File: src/rtl/serial_tx_frame.sv
// Parallel-to-serial frame transmitter: start bit (0), WIDTH data bits LSB-first, stop bit (1).
// Define SERIAL_TX_PARITY_EN to insert an even-parity bit between the data and stop bits.
module serial_tx_frame #(
  parameter int WIDTH   = 8,
  parameter int BIT_DIV = 1
) (
  input  logic             clk,
  input  logic             reset,
  input  logic [WIDTH-1:0] in_data,
  input  logic             in_valid,
  output logic             in_ready,
  output logic             tx_ser,
  output logic             tx_busy,
  output logic             tx_done
);

  localparam int DIV_W = $clog2(BIT_DIV) + 1;
  localparam int CNT_W = $clog2(WIDTH) + 1;
  localparam logic [DIV_W-1:0] DIV_LAST = DIV_W'(BIT_DIV - 1);
  localparam logic [CNT_W-1:0] BIT_LAST = CNT_W'(WIDTH - 1);

`ifdef SERIAL_TX_PARITY_EN
  typedef enum logic [2:0] {
    ST_IDLE   = 3'd0,
    ST_START  = 3'd1,
    ST_DATA   = 3'd2,
    ST_PARITY = 3'd3,
    ST_STOP   = 3'd4
  } state_t;

  function automatic logic parity_of(input logic [WIDTH-1:0] word);
    return ^word;
  endfunction

  logic parity_q, parity_d;
`else
  typedef enum logic [2:0] {
    ST_IDLE  = 3'd0,
    ST_START = 3'd1,
    ST_DATA  = 3'd2,
    ST_STOP  = 3'd4
  } state_t;
`endif

  state_t           state_q, state_d;
  logic [WIDTH-1:0] shift_q, shift_d;
  logic [CNT_W-1:0] bit_cnt_q, bit_cnt_d;
  logic [DIV_W-1:0] div_cnt_q, div_cnt_d;
  logic             tx_ser_q, tx_ser_d;
  logic             tx_done_q, tx_done_d;
  logic             tx_busy_q, tx_busy_d;
  logic             div_last_s;
  logic             bit_last_s;

  // With BIT_DIV=1 every cycle ends a bit period, so the divider never counts.
  assign div_last_s = (BIT_DIV == 1) ? 1'b1 : (div_cnt_q == DIV_LAST);
  assign bit_last_s = (bit_cnt_q == BIT_LAST);

  // Next-state, counter and shift-register computation.
  always_comb begin
    state_d   = state_q;
    shift_d   = shift_q;
    bit_cnt_d = bit_cnt_q;
`ifdef SERIAL_TX_PARITY_EN
    parity_d  = parity_q;
`endif
    if (state_q == ST_IDLE || div_last_s) begin
      div_cnt_d = '0;
    end else begin
      div_cnt_d = div_cnt_q + DIV_W'(1);
    end

    case (state_q)
      ST_IDLE: begin
        if (in_valid) begin
          state_d   = ST_START;
          shift_d   = in_data;
          bit_cnt_d = '0;
`ifdef SERIAL_TX_PARITY_EN
          parity_d  = parity_of(in_data);
`endif
        end else begin
          state_d = ST_IDLE;
        end
      end
      ST_START: begin
        if (div_last_s) begin
          state_d = ST_DATA;
        end else begin
          state_d = ST_START;
        end
      end
      ST_DATA: begin
        if (div_last_s) begin
          shift_d = shift_q >> 1'b1;
          if (bit_last_s) begin
            bit_cnt_d = '0;
`ifdef SERIAL_TX_PARITY_EN
            state_d   = ST_PARITY;
`else
            state_d   = ST_STOP;
`endif
          end else begin
            bit_cnt_d = bit_cnt_q + CNT_W'(1);
          end
        end else begin
          shift_d = shift_q;
        end
      end
`ifdef SERIAL_TX_PARITY_EN
      ST_PARITY: begin
        if (div_last_s) begin
          state_d = ST_STOP;
        end else begin
          state_d = ST_PARITY;
        end
      end
`endif
      ST_STOP: begin
        if (div_last_s) begin
          state_d = ST_IDLE;
        end else begin
          state_d = ST_STOP;
        end
      end
      default: begin
        state_d = ST_IDLE;
      end
    endcase
  end

  // Outputs are decoded from the next state so the registered line matches the state it enters.
  always_comb begin
    tx_busy_d = (state_d != ST_IDLE);
    tx_done_d = (state_d == ST_STOP) && (div_cnt_d == DIV_LAST);
    case (state_d)
      ST_IDLE:   tx_ser_d = 1'b1;
      ST_START:  tx_ser_d = 1'b0;
      ST_DATA:   tx_ser_d = shift_d[0];
`ifdef SERIAL_TX_PARITY_EN
      ST_PARITY: tx_ser_d = parity_d;
`endif
      ST_STOP:   tx_ser_d = 1'b1;
      default:   tx_ser_d = 1'b1;
    endcase
  end

  // State and output registers; reset forces the line idle-high immediately.
  always_ff @(posedge clk or negedge reset) begin
    if (!reset) begin
      state_q   <= ST_IDLE;
      shift_q   <= '0;
      bit_cnt_q <= '0;
      div_cnt_q <= '0;
      tx_ser_q  <= 1'b1;
      tx_done_q <= 1'b0;
      tx_busy_q <= 1'b0;
`ifdef SERIAL_TX_PARITY_EN
      parity_q  <= 1'b0;
`endif
    end else begin
      state_q   <= state_d;
      shift_q   <= shift_d;
      bit_cnt_q <= bit_cnt_d;
      div_cnt_q <= div_cnt_d;
      tx_ser_q  <= tx_ser_d;
      tx_done_q <= tx_done_d;
      tx_busy_q <= tx_busy_d;
`ifdef SERIAL_TX_PARITY_EN
      parity_q  <= parity_d;
`endif
    end
  end

  assign in_ready = (state_q == ST_IDLE);
  assign tx_ser   = tx_ser_q;
  assign tx_busy  = tx_busy_q;
  assign tx_done  = tx_done_q;

endmodule

File: config.mk
export PLATFORM = sky130hd
export DESIGN_NAME = serial_tx_frame
export DESIGN_NICKNAME = d
export VERILOG_FILES = /design/src/rtl/serial_tx_frame.sv
export SDC_FILE = /design/constraint.sdc
export NUM_CORES = 1
export LEC_CHECK = 0
export ABC_CLOCK_PERIOD_IN_PS = 1500
export BUFFER_PORTS_ARGS = -buffer_cell sky130_fd_sc_hd__buf_2
export CAP_MARGIN = 25
export CORE_UTILIZATION = 53
export CTS_CLUSTER_DIAMETER = 80
export DETAILED_ROUTE_END_ITERATION = 10
export HOLD_SLACK_MARGIN = 0.08
export PLACE_DENSITY = 0.8
export SLEW_MARGIN = 20
export SYNTH_ARGS = -nofsm -noshare
export SYNTH_HDL_FRONTEND = slang
export SYNTH_SLANG_ARGS = --single-unit
File: constraint.sdc
create_clock -name clk -period 1.5 [get_ports clk]
set_input_delay 0 -clock clk [delete_from_list [all_inputs] [get_ports clk]]
set_output_delay 0 -clock clk [all_outputs]
set_load 0.02 [all_outputs]
==> out/summary.json <==
{
  "pwr": {
    "leakage_nw": 0.493,
    "totalPowerFinal_w": 0.00192,
    "worst_ir_drop_vdd_uv": 863,
    "power.density_nw_per_um2": 1740
  },
  "cts": {
    "tritoncts.num_buffers": 3,
    "insertion_delay_ns": 0.29,
    "clk_root_buffer_cell": "sky130_fd_sc_hd__clkbuf_4",
    "tritoncts": "yes",
    "cts.clk_slew.worst_paths_ns": 0.09,
    "maximum_buffer_depth_of_the_clock_tree": 2,
    "cts.sinks": 18,
    "htree_levels": 1
  },
  "placed_design": {
    "finalWeightedCongestion": 0.758,
    "place_hpwl_um": 1170,
    "port_buffers": 14,
    "post-place-cells": 113
  },
  "grt": {
    "gr-usage-met1": 0.288,
    "grt_max_degree": 21,
    "grt_most_used_layer": "met2",
    "groute.usage.overall": 0.227,
    "met2_track_demand_over_resource_in_global_routing": 0.382,
    "gr-usage-met3": 0.0375,
    "grt_first_pass_wirelength_um": 3170,
    "first_global_vias": 726,
    "globalRouteOverflowTotal": 0,
    "antenna_found_initial": 0
  },
  "sta": {
    "report.final.slew_viol_count": 0,
    "clock_period_minus_final_worst_setup_slack_ns": 1.41,
    "worst_slew_margin_rel": 0.733,
    "rsz0062_at_grt": "false",
    "skew_ns": 0.00896,
    "clock.fmax_ghz": 0.710,
    "tightestPinTransition_ns": 0.401,
    "finalHoldViolations": 0,
    "setup_tns_ns": 0,
    "finalCritPeriodShare": 0.939,
    "report.final.setup_viol": 0,
    "worst_hold_slack_ns": 0.138
  },
  "run_status": {
    "run_status": "finished with violations",
    "violations": "DRC"
  },
  "setup_path": {
    "crit_path_max_fanout": 9,
    "worstSetupPathType": "reg -> out",
    "startpoint_type": "flop",
    "startpoint": "state_q[0]",
    "data_required_time_of_the_critical_path_ns": 1.50,
    "setup.worst_path.end_class": "output port",
    "r2r_path_start": "state_q[0]",
    "endpoint_arrival_time_on_the_critical_path_ns": 1.41,
    "r2r.worst_path.cells": 4
  },
  "finish": {
    "nets": 123,
    "layoutNonFillerInstCount": 126,
    "final_util": 0.707,
    "most_common_library_cell_in_the_layout_ignoring_fill_and_taps": "sky130_fd_sc_hd__dfrtp_1",
    "fillers": 118,
    "diodes": 0,
    "share_of_post_route_cells_with_drive_strength_above_1": 0.245,
    "synthToLayoutAreaGrowth_pct": 20.5,
    "layout.cells.most_common_list": "17 x sky130_fd_sc_hd__dfrtp_1, 14 x sky130_fd_sc_hd__buf_2, 10 x sky130_fd_sc_hd__o21ai_1, 9 x sky130_fd_sc_hd__nor2b_1, 9 x sky130_fd_sc_hd__dlygate4sd3_1"
  },
  "yosys": {
    "synth_area_per_cell_um2": 10.5,
    "netlist.area_leader.share": 0.465,
    "seq_area_frac_synth": 0.494,
    "distinct_cell_type_count_of_the_synthesized_netlist": 31,
    "syn_nets": 99,
    "synthesis.yosys.warnings": 0,
    "post-synth-top-area-cell": "sky130_fd_sc_hd__dfrtp_1",
    "netlist_top_cells_area": "sky130_fd_sc_hd__dfrtp_1 47%, sky130_fd_sc_hd__nor2b_1 6.2%, sky130_fd_sc_hd__a22oi_1 5.7%, sky130_fd_sc_hd__a31oi_1 5.5%, sky130_fd_sc_hd__o21ai_1 5.5%",
    "syn-cell-area_um2": 915,
    "synthesized_netlist_cell_count": 87,
    "yosys_register_bits": 18
  },
  "route": {
    "dr.first_iter.drc_count": 28,
    "first_pass_iters": 7,
    "route.detailed.wl_per_inst_um": 14.3,
    "detail_route.drc_violations": 2,
    "dr_total_vias": 753,
    "route.antenna.remaining_nets": 0,
    "via_per_inst": 5.98,
    "finalWirelength_um": 1800
  },
  "floorplanning": {
    "fp.dieW_um": 43.5,
    "core_um2": 1560,
    "start_util": 0.587,
    "placement_rows": 14,
    "die_area_um2": 1900,
    "fp.dieH_um": 43.5,
    "ioPinCount": 15
  },
  "flow_run": {
    "maxCapViolations": 0
  },
  "worst_hold_path": {
    "hold-path-cell-count": 2,
    "min_from": "in_valid",
    "class_of_the_most_critical_hold_timing_path": "in -> reg"
  }
}
[synth_stat cells]
library cell                count
sky130_fd_sc_hd__o21bai_1       1
sky130_fd_sc_hd__buf_6          1
sky130_fd_sc_hd__a21oi_1        2
sky130_fd_sc_hd__and2_4         1
sky130_fd_sc_hd__o2bb2ai_1      1
sky130_fd_sc_hd__nor4_1         1
sky130_fd_sc_hd__nor2_2         1
sky130_fd_sc_hd__dfrtp_1       17
sky130_fd_sc_hd__ha_1           1
sky130_fd_sc_hd__o21ai_1       10
sky130_fd_sc_hd__buf_4          1
sky130_fd_sc_hd__mux2_2         1
sky130_fd_sc_hd__nand2b_1       3
sky130_fd_sc_hd__a22o_1         3
sky130_fd_sc_hd__and2_1         2
sky130_fd_sc_hd__a22oi_1        7
sky130_fd_sc_hd__nor2_4         1
sky130_fd_sc_hd__mux2_1         1
sky130_fd_sc_hd__nand3b_1       1
sky130_fd_sc_hd__and3b_1        1
sky130_fd_sc_hd__nand2_1        1
sky130_fd_sc_hd__nor3b_2        1
sky130_fd_sc_hd__nand3_1        1
sky130_fd_sc_hd__buf_2          5
sky130_fd_sc_hd__nor2_1         1
sky130_fd_sc_hd__nor3_1         1
sky130_fd_sc_hd__a31oi_1        8
sky130_fd_sc_hd__dfstp_2        1
sky130_fd_sc_hd__o22ai_1        1
sky130_fd_sc_hd__or2_1          1
sky130_fd_sc_hd__nor2b_1        9
[per-layer routing]
metal / part of all wire / vias to the layer above / routed length, um
met5: 0 / - / 0
met4: 0.0050 / 0 / 9
met2: 0.51 / 27 / 918
met3: 0.049 / 2 / 88
met1: 0.44 / 359 / 787
li1: - / 365 / -
[timing repair]
| action | 4_1_cts | 5_1_grt |
|---|---|---|
| hold buffers | 9 | 0 |
| endpoints found under the setup margin | 0 | 1 |
| setup buffers | 0 | 0 |
| hold endpoints to repair | 26 | 0 |
| resized for setup | 0 | 1 |
[worst max-delay path: stages, from the launching register on]
cell,delay (ns)
sky130_fd_sc_hd__dfrtp_1,0.50
sky130_fd_sc_hd__or2_4,0.34
sky130_fd_sc_hd__nor2_2,0.11
sky130_fd_sc_hd__buf_2,0.17
[cell type report]
cell class / count / area (um2) / area share
clock buffers: 4 / 26.3 / 0.0238
flip-flops and latches: 18 / 452 / 0.410
well taps: 16 / 20.0 / 0.0182
repair buffers: 26 / 183 / 0.166
multi-input cells: 62 / 422 / 0.383
[power by group]
part	switching, W	leakage, nW	total (W)	internal [W]
combinational	0.000432	0.249	0.000840	0.000408
clock	0.000143	0.0150	0.000247	0.000103
sequential	0.000152	0.229	0.000833	0.000681
[path summary, 6_finish.rpt]
kind	endpoint	slack, ns
max reg2reg	shift_q[4]	0.18
max	in_ready	0.09
min in group asynchronous	tx_done	0.15
min reg2reg	shift_q[7]	0.54
min	state_q[0]	0.14
max in group asynchronous	tx_ser	1.02
[flip-flops by register name, summed over array words and instances (netlist names)]
name,flops
state_q,3
tx_done,1
bit_cnt_q,4
shift_q,8
tx_ser,1
tx_busy,1
[cell families (layout without fill, tap and decap cells)]
| kind of cell | after synthesis | after routing | synth area share |
|---|---|---|---|
| AO/OA/AOI/OAI | 33 | 33 | 0.231 |
| adder cells (fa/ha/maj) | 1 | 1 | 0.0137 |
| multiplexers | 2 | 2 | 0.0246 |
| AND/OR/NAND/NOR | 26 | 26 | 0.189 |
| buffers and inverters | 7 | 30 | 0.0479 |
| flip-flops | 18 | 18 | 0.494 |
[through the flow]
stage,area (um2),worst slack (ns)
CTS,1100,0.0168
detailed placement,983,0.204
global route,1100,0.0303
global placement,983,0.229
finish,1100,0.0922
floorplan,915,0.207
(Power assumes the default switching activity.)
